[config.mk]
export PLATFORM = sky130hd
export DESIGN_NAME = ps2_host_tx
export DESIGN_NICKNAME = d
export VERILOG_FILES = /design/src/rtl/ps2_defs.sv /design/src/rtl/ps2_sync_edge.sv /design/src/rtl/ps2_host_tx.sv
export SDC_FILE = /design/constraint.sdc
export NUM_CORES = 1
export LEC_CHECK = 0
export ABC_AREA = 1
export BUFFER_PORTS_ARGS = -buffer_cell sky130_fd_sc_hd__buf_2
export CAP_MARGIN = 20
export CORE_MARGIN = 3
export CORE_UTILIZATION = 43
export DETAILED_ROUTE_END_ITERATION = 8
export GPL_TIMING_DRIVEN = 0
export SETUP_SLACK_MARGIN = 0.2
export SYNTH_ARGS = -nofsm -noshare
export SYNTH_HDL_FRONTEND = slang
export SYNTH_SLANG_ARGS = --single-unit
[constraint.sdc]
create_clock -name clock -period 1.6 [get_ports clock]
set_clock_uncertainty 0.05 [all_clocks]
set_input_delay 0.32 -clock clock [delete_from_list [all_inputs] [get_ports clock]]
set_output_delay 0.32 -clock clock [all_outputs]
set_load 0.02 [all_outputs]
[src/rtl/ps2_defs.sv]
// Shared PS/2 definitions for the host transmitter and the receiver.
// Contents: host-transmit state encoding and the default cycle counts
// for clock-line inhibit and the device clock-edge timeout.
package ps2_defs;

    typedef enum logic [1:0] {
        ST_IDLE      = 2'd0,
        ST_INHIBIT   = 2'd1,
        ST_SEND      = 2'd2,
        ST_WAIT_IDLE = 2'd3
    } ps2_host_state_t;

    // 120 us of clock inhibit at 50 MHz
    localparam int unsigned PS2_INHIBIT_CYCLES = 6000;
    // 20 ms between device clock falling edges at 50 MHz
    localparam int unsigned PS2_TIMEOUT_CYCLES = 1000000;

endpackage

[src/rtl/ps2_sync_edge.sv]
// Two-flop synchronizer for one raw PS/2 pin, with a falling-edge pulse.
// Ports:
//   clock   - system clock
//   resetn  - asynchronous active-low reset
//   i_pin   - raw pin level
//   o_sync  - synchronized pin level
//   o_fall  - high for one cycle when o_sync went 1 -> 0
// All flops reset to 1 (idle bus) so releasing reset never looks like an edge.
module ps2_sync_edge (
    input  logic clock,
    input  logic resetn,
    input  logic i_pin,
    output logic o_sync,
    output logic o_fall
);

    logic r_meta;
    logic r_sync;
    logic r_prev;

    always_ff @(posedge clock or negedge resetn) begin
        if (!resetn) begin
            r_meta <= 1'b1;
            r_sync <= 1'b1;
            r_prev <= 1'b1;
        end else begin
            r_meta <= i_pin;
            r_sync <= r_meta;
            r_prev <= r_sync;
        end
    end

    assign o_sync = r_sync;
    assign o_fall = r_prev & ~r_sync;

endmodule

[src/rtl/ps2_host_tx.sv]
// PS/2 host-to-device transmitter: inhibits the clock line, issues the
// start bit, then shifts 8 data bits (LSB first), odd parity and stop on
// device clock falling edges, and checks the device acknowledge.
// Ports:
//   clock, resetn           - system clock, asynchronous active-low reset
//   tx_data, tx_valid       - byte to send and request strobe
//   tx_ready                - idle, a request will be accepted
//   ps2_clk_in/ps2_data_in  - raw pin levels
//   ps2_clk_oe/ps2_data_oe  - 1 = pull the line low, 0 = release
//   busy                    - any state other than idle
//   tx_done / tx_error      - one-cycle result pulses
module ps2_host_tx
    import ps2_defs::*;
#(
    parameter int unsigned INHIBIT_CYCLES = PS2_INHIBIT_CYCLES,
    parameter int unsigned TIMEOUT_CYCLES = PS2_TIMEOUT_CYCLES
) (
    input  logic       clock,
    input  logic       resetn,
    input  logic [7:0] tx_data,
    input  logic       tx_valid,
    output logic       tx_ready,
    input  logic       ps2_clk_in,
    input  logic       ps2_data_in,
    output logic       ps2_clk_oe,
    output logic       ps2_data_oe,
    output logic       busy,
    output logic       tx_done,
    output logic       tx_error
);

    localparam int unsigned INH_W = $clog2(INHIBIT_CYCLES + 1);
    localparam int unsigned TO_W  = $clog2(TIMEOUT_CYCLES + 1);
    localparam logic [INH_W-1:0] INH_LAST = INH_W'(INHIBIT_CYCLES - 1);
    localparam logic [TO_W-1:0]  TO_LAST  = TO_W'(TIMEOUT_CYCLES - 1);

    ps2_host_state_t  r_state;
    logic [8:0]       r_frame;      // {parity, data[7:0]}
    logic [3:0]       r_edge_cnt;   // falling edges seen in SEND
    logic [INH_W-1:0] r_inh_cnt;
    logic [TO_W-1:0]  r_to_cnt;
    logic             r_idle_cnt;
    logic             r_clk_oe;
    logic             r_data_oe;
    logic             r_done;
    logic             r_error;

    logic w_clk_sync;
    logic w_clk_fall;
    logic w_data_sync;
    logic w_data_fall;
    logic w_bus_idle;

    ps2_sync_edge u_sync_clk (
        .clock  (clock),
        .resetn (resetn),
        .i_pin  (ps2_clk_in),
        .o_sync (w_clk_sync),
        .o_fall (w_clk_fall)
    );

    ps2_sync_edge u_sync_data (
        .clock  (clock),
        .resetn (resetn),
        .i_pin  (ps2_data_in),
        .o_sync (w_data_sync),
        .o_fall (w_data_fall)
    );

    // Both lines high; any edge restarts the idle qualification.
    assign w_bus_idle = w_clk_sync & w_data_sync & ~w_clk_fall & ~w_data_fall;

    always_ff @(posedge clock or negedge resetn) begin
        if (!resetn) begin
            r_state    <= ST_IDLE;
            r_frame    <= '0;
            r_edge_cnt <= '0;
            r_inh_cnt  <= '0;
            r_to_cnt   <= '0;
            r_idle_cnt <= 1'b0;
            r_clk_oe   <= 1'b0;
            r_data_oe  <= 1'b0;
            r_done     <= 1'b0;
            r_error    <= 1'b0;
        end else begin
            r_done  <= 1'b0;
            r_error <= 1'b0;
            case (r_state)
                ST_IDLE: begin
                    r_clk_oe  <= 1'b0;
                    r_data_oe <= 1'b0;
                    if (tx_valid) begin
                        r_frame    <= {~^tx_data, tx_data};
                        r_edge_cnt <= '0;
                        r_inh_cnt  <= '0;
                        r_to_cnt   <= '0;
                        r_idle_cnt <= 1'b0;
                        r_clk_oe   <= 1'b1;
                        r_state    <= ST_INHIBIT;
                    end
                end
                ST_INHIBIT: begin
                    if (r_inh_cnt == INH_LAST) begin
                        r_clk_oe   <= 1'b0;
                        r_data_oe  <= 1'b1;   // start bit
                        r_edge_cnt <= '0;
                        r_to_cnt   <= '0;
                        r_state    <= ST_SEND;
                    end else begin
                        r_inh_cnt <= r_inh_cnt + 1'b1;
                    end
                end
                ST_SEND: begin
                    if (w_clk_fall) begin
                        r_to_cnt   <= '0;
                        r_edge_cnt <= r_edge_cnt + 1'b1;
                        // Edge n (1..9) drives frame bit n-1, i.e. the count before increment.
                        if (r_edge_cnt <= 4'd8) begin
                            r_data_oe <= ~r_frame[r_edge_cnt];
                        end else if (r_edge_cnt == 4'd9) begin
                            r_data_oe <= 1'b0;   // stop bit
                        end else begin
                            r_done     <= ~w_data_sync;
                            r_error    <= w_data_sync;
                            r_clk_oe   <= 1'b0;
                            r_data_oe  <= 1'b0;
                            r_idle_cnt <= 1'b0;
                            r_state    <= ST_WAIT_IDLE;
                        end
                    end else if (r_to_cnt == TO_LAST) begin
                        r_error    <= 1'b1;
                        r_clk_oe   <= 1'b0;
                        r_data_oe  <= 1'b0;
                        r_idle_cnt <= 1'b0;
                        r_state    <= ST_WAIT_IDLE;
                    end else begin
                        r_to_cnt <= r_to_cnt + 1'b1;
                    end
                end
                ST_WAIT_IDLE: begin
                    r_clk_oe  <= 1'b0;
                    r_data_oe <= 1'b0;
                    if (w_bus_idle) begin
                        if (r_idle_cnt) begin
                            r_idle_cnt <= 1'b0;
                            r_state    <= ST_IDLE;
                        end else begin
                            r_idle_cnt <= 1'b1;
                        end
                    end else begin
                        r_idle_cnt <= 1'b0;
                    end
                end
                default: begin
                    r_clk_oe  <= 1'b0;
                    r_data_oe <= 1'b0;
                    r_state   <= ST_IDLE;
                end
            endcase
        end
    end

    assign tx_ready    = (r_state == ST_IDLE);
    assign busy        = (r_state != ST_IDLE);
    assign ps2_clk_oe  = r_clk_oe;
    assign ps2_data_oe = r_data_oe;
    assign tx_done     = r_done;
    assign tx_error    = r_error;

endmodule

==> results of run 1 <==
## synth_stat cells (10+ instances only)
library cell,number,area (um^2)
nand2_1,186,698.2
inv_1,40,150.1
xor2_1,12,105.1
dfrtp_1,53,1326
nor2_1,59,221.5
nand3_1,37,185.2
o21ai_0,19,95.09
ha_1,10,125.1
nor3_1,13,65.06
o21ai_2,11,96.34
xnor2_1,10,87.58
nand4_1,15,93.84
## logic make-up (layout without fill, tap and decap cells)
logic type / Yosys count / after routing / share of synthesized area
compound gates: 34 / 34 / 0.06051
xor+xnor: 22 / 22 / 0.05325
fa+ha+maj: 10 / 10 / 0.03458
buf+inv: 53 / 133 / 0.06224
flops: 58 / 58 / 0.4028
simple gates: 326 / 326 / 0.3866
## timing repair
action                                  in CTS  in global routing
buffers inserted                            27                 11
pin swaps                                   27                 19
gates cloned                                 3                  2
endpoints found under the setup margin      55                 55
resized for setup                           87                 69
hold endpoints to repair                    21                  0
hold buffers                                 2                  0
## layout make-up
| type | instances | area (um^2) |
|---|---|---|
| tap | 102 | 127.6 |
| sequential | 58 | 1470 |
| buffer | 11 | 122.6 |
| clock inverter | 4 | 75.07 |
| inverter | 42 | 180.2 |
| multi-input combinational | 392 | 2357 |
| timing repair buffer | 64 | 565.5 |
| fill | 665 | 2874 |
| clock buffer | 12 | 155.1 |
## per-layer routing
metal  track usage  share of wire  vias to the layer above
met3       0.04286          0.036                        6
met2        0.3142           0.48                       58
met1        0.2689           0.47                     1607
met4       0.04792          0.010                        0
met5             0              0                        -
li1              -              -                     1759
## stage by stage
stage | area (um^2) | TNS, ns | utilization | instances
after floorplan | 3712 | -0.1356 | - | 503
after global placement | 3930 | -7.063 | 0.4957 | 623
after CTS | 4682 | -0.3913 | 0.5906 | 672
final | 5054 | -1.573 | 0.6375 | 685
after global routing | 5054 | -4.259 | 0.6375 | 685
after detailed placement | 3950 | -7.970 | 0.4983 | 624
## flip-flops by register name (all words and copies together), names as in the netlist, 2 cells and up
signal      flops
r_frame         9
r_state         2
r_to_cnt       20
r_inh_cnt      13
r_edge_cnt      4
## worst max path at each step
stage                  from            to  depth (start not counted)
2_1_floorplan  r_inh_cnt[0]   r_to_cnt[3]                         11
3_3_place_gp     r_state[0]  r_to_cnt[19]                          9
3_5_place_dp     r_state[0]  r_to_cnt[17]                          9
4_1_cts          r_state[1]   r_to_cnt[3]                          9
5_1_grt        r_inh_cnt[8]    r_state[0]                          9
6_report         r_state[1]   r_to_cnt[5]                          9
## power groups by stage
stage | registers, uW | logic, uW | clock network [uW]
2_1_floorplan | 1880 | 1700 | 0
3_3_place_gp | 1910 | 2230 | 0
3_5_place_dp | 1910 | 2270 | 0
4_1_cts | 1860 | 3250 | 1610
5_1_grt | 1890 | 4420 | 1670
6_report | 1870 | 4110 | 1560
==> flow_metrics.py, run 1 <==
metrics = {
    "outcome": {
        "status": "finished with violations",
        "violations": "setup timing",
    },
    "detailed_routing": {
        "ant_nets": 0,
        "viasPerCell": 5.007,
        "drc_errors": 0,
        "num_vias": 3430,
        "avgRoutedWirePerCell_um": 13.62,
        "routed_wl_um": 9327,
        "drt_pre_antenna_iters": 4,
        "drt_iter0_markers": 140,
    },
    "power_and_ir_drop": {
        "cellPowerDensity_nw_per_um2": 1493,
        "switchingPower_uw": 3005,
        "internal-power_uw": 4538,
        "ir_worst_vdd_mv": 0.7143,
        "p_seq_frac": 0.247,
        "total_power_uw": 7543,
        "pwr-share-clk": 0.207,
        "share_comb_of_total_power": 0.545,
        "p_leak_uw": 0.002286,
        "swShare": 0.3984,
    },
    "die": {
        "rows": 32,
        "io_pins": 19,
        "die_h_um": 97.74,
        "initial_utilization": 0.4564,
        "die_x_um": 97.74,
        "dieArea_um2": 9552,
        "core_area_um2": 7928,
    },
    "worst_setup_path": {
        "path_buf_inv": 3,
        "r2r_start": "r_state[1]",
        "max_stage_delay_ns": 0.40,
        "rr_worst_depth": 9,
        "critPathRequiredTime_ns": 1.78,
        "path_delay_family": "simple AND/OR/NAND/NOR gates",
        "reg2reg_to": "r_to_cnt[5]",
        "cp-end-kind": "flop",
        "worstSetupStartpointType": "flop",
        "path_cells": "buf_4 > ha_1 > nor2_4 > inv_2 > nor2_8 > nand2_8 > clkbuf_16 > nand2_2 > o21ai_2",
        "crit_slowest_cell": "dfrtp_1",
        "cp_max_fo": 6,
        "cp_data_arrival_time_ns": 1.87,
        "regToRegSetupSlack_ns": -0.09,
        "path_class": "reg -> reg",
    },
    "timing": {
        "grt_setup_unrepaired": "yes",
        "setup_slack_ns": -0.09245,
        "holdWs_ns": 0.02755,
        "worst_pin_slew_ns": 0.6098,
        "drv_slew": 0,
        "layout_min_cycle_time_ns": 1.692,
        "finalSetupViolations": 28,
        "max_slew_margin": 0.5934,
        "fmax_mhz": 590.9,
        "timing.final.crit_share": 1.058,
        "hold_violations": 0,
    },
    "synth": {
        "netlist_instances": 503,
        "ys.flop_type": "dfrtp_1",
        "async_flop_share": 1.000,
        "synth_fp_nets": 526,
        "syn_avg_cell_area_um2": 7.194,
        "yosys_register_bits": 58,
        "synth-warning-count": 0,
        "synth-edff-count": 0,
        "synth_area_um2": 3618,
        "ys_types": 28,
        "seq_area_frac_synth": 0.4028,
    },
    "grt": {
        "grt_max_degree": 34,
        "antenna_found_initial": 0,
        "grt_pass1_vias": 3177,
        "grtUsageTotal": 0.1952,
        "grt_pass1_wl_um": 15300,
        "overflow": 0,
    },
    "finish": {
        "layout-drive-gt1-share": 0.3705,
        "layout_commonest_cell": "nand2_1",
        "layout.nets": 601,
        "antennaDiodeCount": 0,
        "area_growth_pct": 39.66,
        "final_cell_mix": "138 x nand2_1, 49 x nor2_1, 43 x dfrtp_1",
    },
    "clock_network": {
        "clock_path_buffers": 2,
        "cts.sinks": 58,
        "clk_pin_slew_worst_paths_ns": 0.07,
        "cts-buffers-inserted": 9,
        "cts-root-buf": "clkbuf_8",
        "cts_tree": "built",
        "htree_levels": 3,
        "clkLatencyLatePin_ns": 0.34,
    },
    "flow_run": {
        "cap_violations": 0,
    },
    "hold_path": {
        "min_from": "ps2_clk_in",
        "hold_end": "u_sync_clk.r_meta",
        "hold_path_depth": 1,
        "min_path_type": "in -> reg",
    },
    "placed_design": {
        "io_buffers": 18,
        "routabilityCongestion": 0.9222,
        "hpwl_um": 6102,
        "dp_slack_ns": -0.2796,
    },
}
Note: power is estimated with default switching activity, not from simulation.
==> run 2, diff against run 1 <==
--- a/config.mk
+++ b/config.mk
@@ -15,4 +15,5 @@
 export SETUP_SLACK_MARGIN = 0.2
 export SYNTH_ARGS = -nofsm -noshare
 export SYNTH_HDL_FRONTEND = slang
+export SYNTH_HIERARCHICAL = 1
 export SYNTH_SLANG_ARGS = --single-unit
==> flow_metrics.py, run 2 <==
metrics = {
    "outcome": {
        "status": "finished with violations",
        "violations": "setup timing",
    },
    "grt": {
        "overflow": 0,
        "antenna_found_initial": 0,
        "grt_pass1_wl_um": 16900,
        "grt_max_degree": 37,
        "grtUsageTotal": 0.2133,
        "grt_pass1_vias": 3497,
    },
    "die": {
        "dieArea_um2": 9778,
        "rows": 33,
        "initial_utilization": 0.4470,
        "die_x_um": 98.89,
        "core_area_um2": 8299,
        "io_pins": 19,
        "die_h_um": 98.89,
    },
    "timing": {
        "drv_slew": 0,
        "max_slew_margin": 0.6326,
        "timing.final.crit_share": 1.041,
        "worst_pin_slew_ns": 0.5511,
        "grt_setup_unrepaired": "yes",
        "setup_slack_ns": -0.06506,
        "fmax_mhz": 600.6,
        "finalSetupViolations": 27,
        "layout_min_cycle_time_ns": 1.665,
        "hold_violations": 0,
    },
    "detailed_routing": {
        "viasPerCell": 5.209,
        "avgRoutedWirePerCell_um": 14.09,
        "drt_iter0_markers": 303,
        "routed_wl_um": 10060,
        "num_vias": 3719,
        "met3WireLength_um": 482,
        "dr_wl_met2_um": 4673,
        "drt_pre_antenna_iters": 5,
        "top_layer": "met4",
        "drc_errors": 0,
        "met1_length_um": 4739,
        "ant_nets": 0,
    },
    "finish": {
        "layout-drive-gt1-share": 0.3186,
        "final_util": 0.6156,
        "reg_top3": "r_to_cnt (20), r_inh_cnt (13), r_frame (9)",
        "final_cell_mix": "154 x nand2_1, 52 x nand3_1, 50 x dfrtp_1",
        "layout_commonest_cell": "nand2_1",
        "fill_cells": 729,
        "antennaDiodeCount": 0,
        "layout.nets": 626,
        "largest_reg_flops": 20,
        "area_growth_pct": 37.71,
        "regMostFlops": "r_to_cnt",
    },
    "synth": {
        "ys_types": 31,
        "seq_area_frac_synth": 0.4000,
        "yosys_register_bits": 59,
        "synth_most_common_cell": "nand2_1",
        "ys.flop_type": "dfrtp_1",
        "synth_fp_nets": 544,
        "synth_top_area_share": 0.3575,
        "async_flop_share": 1.000,
        "synth_common_cells": "169 x nand2_1, 62 x nor2_1, 58 x nand3_1",
        "synth_top_cells_by_area": "dfrtp_1 36%, nand2_1 17%, nand3_1 7.8%",
        "synth-edff-count": 0,
        "synth_largest_area_cell": "dfrtp_1",
        "netlist_instances": 522,
        "synth-warning-count": 6,
        "syn_avg_cell_area_um2": 7.107,
        "synth_area_um2": 3710,
    },
    "placed_design": {
        "io_buffers": 18,
        "hpwl_um": 6421,
        "routabilityCongestion": 0.8811,
        "dp_slack_ns": -0.3129,
    },
    "worst_setup_path": {
        "cp_max_fo": 4,
        "critical_path_depth": 4,
        "path_class": "reg -> out",
        "crit_slowest_cell": "dfrtp_1",
        "path_delay_family": "flip-flops",
        "worstSetupStartpointType": "flop",
        "cp-end-kind": "output pin",
        "max_stage_delay_ns": 0.43,
        "rr_worst_depth": 10,
        "cp_data_arrival_time_ns": 1.30,
        "regToRegSetupSlack_ns": -0.07,
        "path_cells": "inv_2 > ha_4 > buf_4 > buf_6",
        "path_buf_inv": 3,
        "critPathRequiredTime_ns": 1.23,
    },
    "power_and_ir_drop": {
        "ir_worst_vdd_mv": 0.7808,
        "cellPowerDensity_nw_per_um2": 1475,
        "p_leak_uw": 0.002333,
    },
    "clock_network": {
        "clock_path_buffers": 2,
        "cts-buffers-inserted": 9,
        "cts_tree": "built",
        "htree_levels": 3,
        "clkLatencyLatePin_ns": 0.34,
        "cts-root-buf": "clkbuf_8",
        "clk_pin_slew_worst_paths_ns": 0.07,
        "cts.sinks": 59,
    },
    "hold_path": {
        "min_path_type": "in -> reg",
        "hold_path_depth": 1,
    },
    "flow_run": {
        "cap_violations": 0,
    },
}
run 2: cells by family (layout without fill, tap and decap cells):
logic type | Yosys count | after routing | share of synthesized area
simple gates | 339 | 339 | 0.4034
buf+inv | 63 | 150 | 0.07082
flops | 59 | 59 | 0.4000
compound gates | 29 | 29 | 0.04114
xor+xnor | 23 | 23 | 0.05430
fa+ha+maj | 9 | 9 | 0.03035
run 2: final cells by class:
type | instances | area (um^2) | area share
Buffer | 12 | 127.6 | 0.02498
Clock buffer | 11 | 131.4 | 0.02572
Clock inverter | 5 | 77.57 | 0.01518
Inverter | 51 | 229.0 | 0.04482
Multi-Input combinational cell | 400 | 2356 | 0.4612
Sequential cell | 59 | 1488 | 0.2912
Tap cell | 105 | 131.4 | 0.02572
Timing Repair Buffer | 71 | 568.0 | 0.1112
run 2: path summary, 6_finish.rpt:
kind                              startpoint                 to
max in group asynchronous             resetn        r_to_cnt[0]
max reg2reg                       r_state[0]        r_to_cnt[2]
max                               r_state[0]           tx_ready
min                               ps2_clk_in  u_sync_clk/r_meta
min reg2reg                u_sync_clk/r_meta  u_sync_clk/o_sync
min in group asynchronous             resetn       r_to_cnt[15]
run 2: per-stage QoR:
stage | TNS [ns] | cell area (um^2) | hold slack [ns] | total power [uW] | instances
floorplan | -0.2632 | 3820 | -0.02559 | 3757 | 522
global placement | -10.56 | 4041 | 0.2975 | 4426 | 645
detailed placement | -9.639 | 4061 | 0.2857 | 4454 | 646
CTS | -0.5564 | 4838 | 0.01214 | 6965 | 700
global route | -3.422 | 5109 | 0.009371 | 8032 | 714
finish | -0.8808 | 5109 | 0.02750 | 7535 | 714
run 2: what timing repair did:
| action | CTS | global route |
|---|---|---|
| pin swaps | 25 | 23 |
| buffers inserted | 36 | 12 |
| gates cloned | 1 | 2 |
| endpoints found under the hold margin | 17 | 0 |
| endpoints found under the setup margin | 55 | 55 |
| hold buffers | 1 | 0 |
| resized for setup | 79 | 53 |
run 2: worst register-to-register path: stages, from the launching register on:
cell and delay [ns]:
dfrtp_1 0.43, inv_2 0.09, ha_4 0.18, inv_4 0.08, nor2_4 0.05, nor2_4 0.15, nand3b_4 0.16, nand2_8 0.14
clkbuf_16 0.16, nand2_1 0.05, nand2_1 0.06
run 2: power breakdown:
part	switching (uW)	internal [uW]
clock network	611	873
registers	146	1720
logic	2320	1860
run 2: layer usage:
metal,global-route usage,vias to the layer above
li1,-,1852
met1,0.3008,1746
met2,0.3264,106
met3,0.03892,15
met4,0.07983,0
met5,0,-
==> run 3, diff against run 2 <==
--- a/config.mk
+++ b/config.mk
@@ -5,7 +5,7 @@
 export SDC_FILE = /design/constraint.sdc
 export NUM_CORES = 1
 export LEC_CHECK = 0
-export ABC_AREA = 1
+export ABC_AREA = 0
 export BUFFER_PORTS_ARGS = -buffer_cell sky130_fd_sc_hd__buf_2
 export CAP_MARGIN = 20
 export CORE_MARGIN = 3
==> flow_metrics.py, run 3 <==
metrics = {
    "clock_network": {
        "htree_levels": 3,
        "cts_tree": "built",
        "cts-root-buf": "clkbuf_8",
        "cts.sinks": 59,
        "clkLatencyLatePin_ns": 0.34,
        "clock_path_buffers": 2,
        "clk_pin_slew_worst_paths_ns": 0.07,
        "cts-buffers-inserted": 9,
    },
    "worst_setup_path": {
        "worstSetupStartpointType": "flop",
        "cp_max_fo": 7,
        "regToRegSetupSlack_ns": -0.93,
        "critPathRequiredTime_ns": 1.77,
        "path_class": "reg -> reg",
        "cp_data_arrival_time_ns": 2.70,
        "cp-end-kind": "flop",
    },
    "synth": {
        "netlist_instances": 316,
        "synth-edff-count": 0,
        "ys_types": 48,
        "synth_area_um2": 3129,
        "synth-warning-count": 6,
        "yosys_register_bits": 59,
        "synth_largest_area_cell": "dfrtp_1",
        "synth_most_common_cell": "dfrtp_1",
        "synth_fp_nets": 338,
        "syn_avg_cell_area_um2": 9.903,
        "synth_top_cells_by_area": "dfrtp_1 42%, dfstp_2 5.0%, o21ai_0 4.6%",
        "synth_common_cells": "53 x dfrtp_1, 29 x o21ai_0, 21 x nor2_1",
        "synth_top_area_share": 0.4238,
        "seq_area_frac_synth": 0.4742,
        "ys.flop_type": "dfrtp_1",
        "async_flop_share": 1.000,
    },
    "die": {
        "rows": 30,
        "dieArea_um2": 8337,
        "initial_utilization": 0.4531,
        "die_h_um": 91.31,
        "core_area_um2": 6907,
        "io_pins": 19,
        "die_x_um": 91.31,
    },
    "grt": {
        "antenna_found_initial": 0,
        "grt_pass1_vias": 2665,
        "grtUsageTotal": 0.1937,
        "overflow": 0,
        "grt_pass1_wl_um": 13040,
        "grt_max_degree": 36,
    },
    "detailed_routing": {
        "drt_iter0_markers": 167,
        "ant_nets": 0,
        "routed_wl_um": 7884,
        "drc_errors": 0,
        "drt_pre_antenna_iters": 4,
        "avgRoutedWirePerCell_um": 15.86,
        "num_vias": 2733,
        "viasPerCell": 5.499,
    },
    "outcome": {
        "status": "finished with violations",
        "violations": "setup timing",
    },
    "power_and_ir_drop": {
        "ir_worst_vdd_mv": 0.9599,
        "p_leak_uw": 0.001987,
        "cellPowerDensity_nw_per_um2": 1544,
        "total_power_uw": 7058,
    },
    "placed_design": {
        "io_buffers": 18,
        "dp_cells": 431,
        "hpwl_um": 4733,
        "routabilityCongestion": 0.7749,
        "placed_area_um2": 3498,
        "dp_slack_ns": -1.114,
    },
    "finish": {
        "finalNonFillerCells": 497,
        "reg_top3": "r_to_cnt (20), r_inh_cnt (13), r_frame (9)",
        "largest_reg_flops": 20,
        "layout-drive-gt1-share": 0.4514,
        "regMostFlops": "r_to_cnt",
        "layout_commonest_cell": "dfrtp_1",
        "antennaDiodeCount": 0,
        "design_area_um2": 4572,
        "final_cell_mix": "48 x dfrtp_1, 30 x buf_4, 19 x nor2_1",
        "layout.nets": 418,
        "area_growth_pct": 46.10,
        "fill_cells": 552,
    },
    "timing": {
        "setup_tns_ns": -28.98,
        "finalSetupViolations": 45,
        "hold_violations": 0,
        "drv_slew": 0,
        "timing.final.crit_share": 1.583,
        "layout_min_cycle_time_ns": 2.533,
        "max_slew_margin": 0.5056,
        "worst_pin_slew_ns": 0.7354,
        "fmax_mhz": 394.7,
        "setup_slack_ns": -0.9333,
        "grt_setup_unrepaired": "yes",
    },
    "flow_run": {
        "cap_violations": 0,
    },
    "hold_path": {
        "min_path_type": "in -> reg",
    },
}
==> run 3: changes by cell type after synthesis, moves of 7 or more <==
| cell | before | now |
|---|---|---|
| nand3_1 | 58 | 19 |
| nor2_1 | 62 | 21 |
| mux2_2 | 0 | 12 |
| nand2_1 | 169 | 18 |
| inv_1 | 48 | 13 |
| nand4_1 | 18 | 11 |
| a21oi_1 | 3 | 13 |
| xor2_1 | 15 | 4 |
==> run 3: worst paths after layout <==
check | startpoint | endpoint | depth (start not counted)
hold reg to reg | u_sync_clk/r_meta | u_sync_clk/o_sync | 0
setup reg to reg | r_inh_cnt[11] | r_to_cnt[13] | 7
hold / removal | ps2_clk_in | u_sync_clk/r_meta | 1
min in group asynchronous | resetn | r_inh_cnt[6] | 2
setup / recovery | r_inh_cnt[11] | r_to_cnt[13] | 7
max in group asynchronous | resetn | u_sync_data/o_sync | 3
==> run 3: logic make-up (layout without fill, tap and decap cells) <==
logic type,after synthesis,after routing,synth area share
buf+inv,24,109,0.02879
flops,59,59,0.4742
xor+xnor,18,18,0.05038
simple gates,118,118,0.2103
compound gates,72,72,0.1443
fa+ha+maj,9,9,0.03599
mux,16,16,0.05598
==> run 3: timing repair <==
item	in CTS	in global routing
buffers inserted	29	17
hold buffers	1	0
pin swaps	31	20
endpoints found under the setup margin	53	55
gates cloned	3	0
hold endpoints to repair	20	0
gates resized for setup	104	34
==> run 3: layer usage <==
layer,track usage,share of wire
met1,0.2618,0.47
met2,0.3121,0.50
met3,0.04557,0.022
met4,0.05276,0.0091
met5,0,0
==> run 3: cell type report <==
| cell class | instances | area (um^2) | share of cell area |
|---|---|---|---|
| clock inverter | 2 | 10.01 | 0.002189 |
| tap | 96 | 120.1 | 0.02627 |
| inverter | 13 | 48.80 | 0.01067 |
| buffer | 11 | 122.6 | 0.02682 |
| clock buffer | 14 | 162.7 | 0.03558 |
| multi-input combinational | 233 | 2028 | 0.4436 |
| timing repair buffer | 69 | 589.3 | 0.1289 |
| sequential | 59 | 1490 | 0.3259 |
==> run 3: power breakdown <==
| group | total (uW) | switching, uW | internal [uW] |
|---|---|---|---|
| clock network | 1230 | 587 | 644 |
| registers | 1950 | 197 | 1760 |
| logic | 3870 | 1840 | 2030 |
==> run 3: per-stage QoR <==
stage	util	hold slack, ns
6_report	0.6620	0.03538
5_1_grt	0.6620	0.01481
4_1_cts	0.6230	0.02271
3_5_place_dp	0.5065	0.2988
3_3_place_gp	0.5036	0.2977
2_1_floorplan	-	-0.02559
==> run 3: worst max-delay path, stage by stage, from the launching register on <==
cell and delay [ns]:
dfrtp_1 0.39, or4b_4 0.55, o41a_1 0.46, or3_4 0.44, buf_4 0.16, clkbuf_16 0.15
o21ai_2 0.11, o31ai_1 0.10
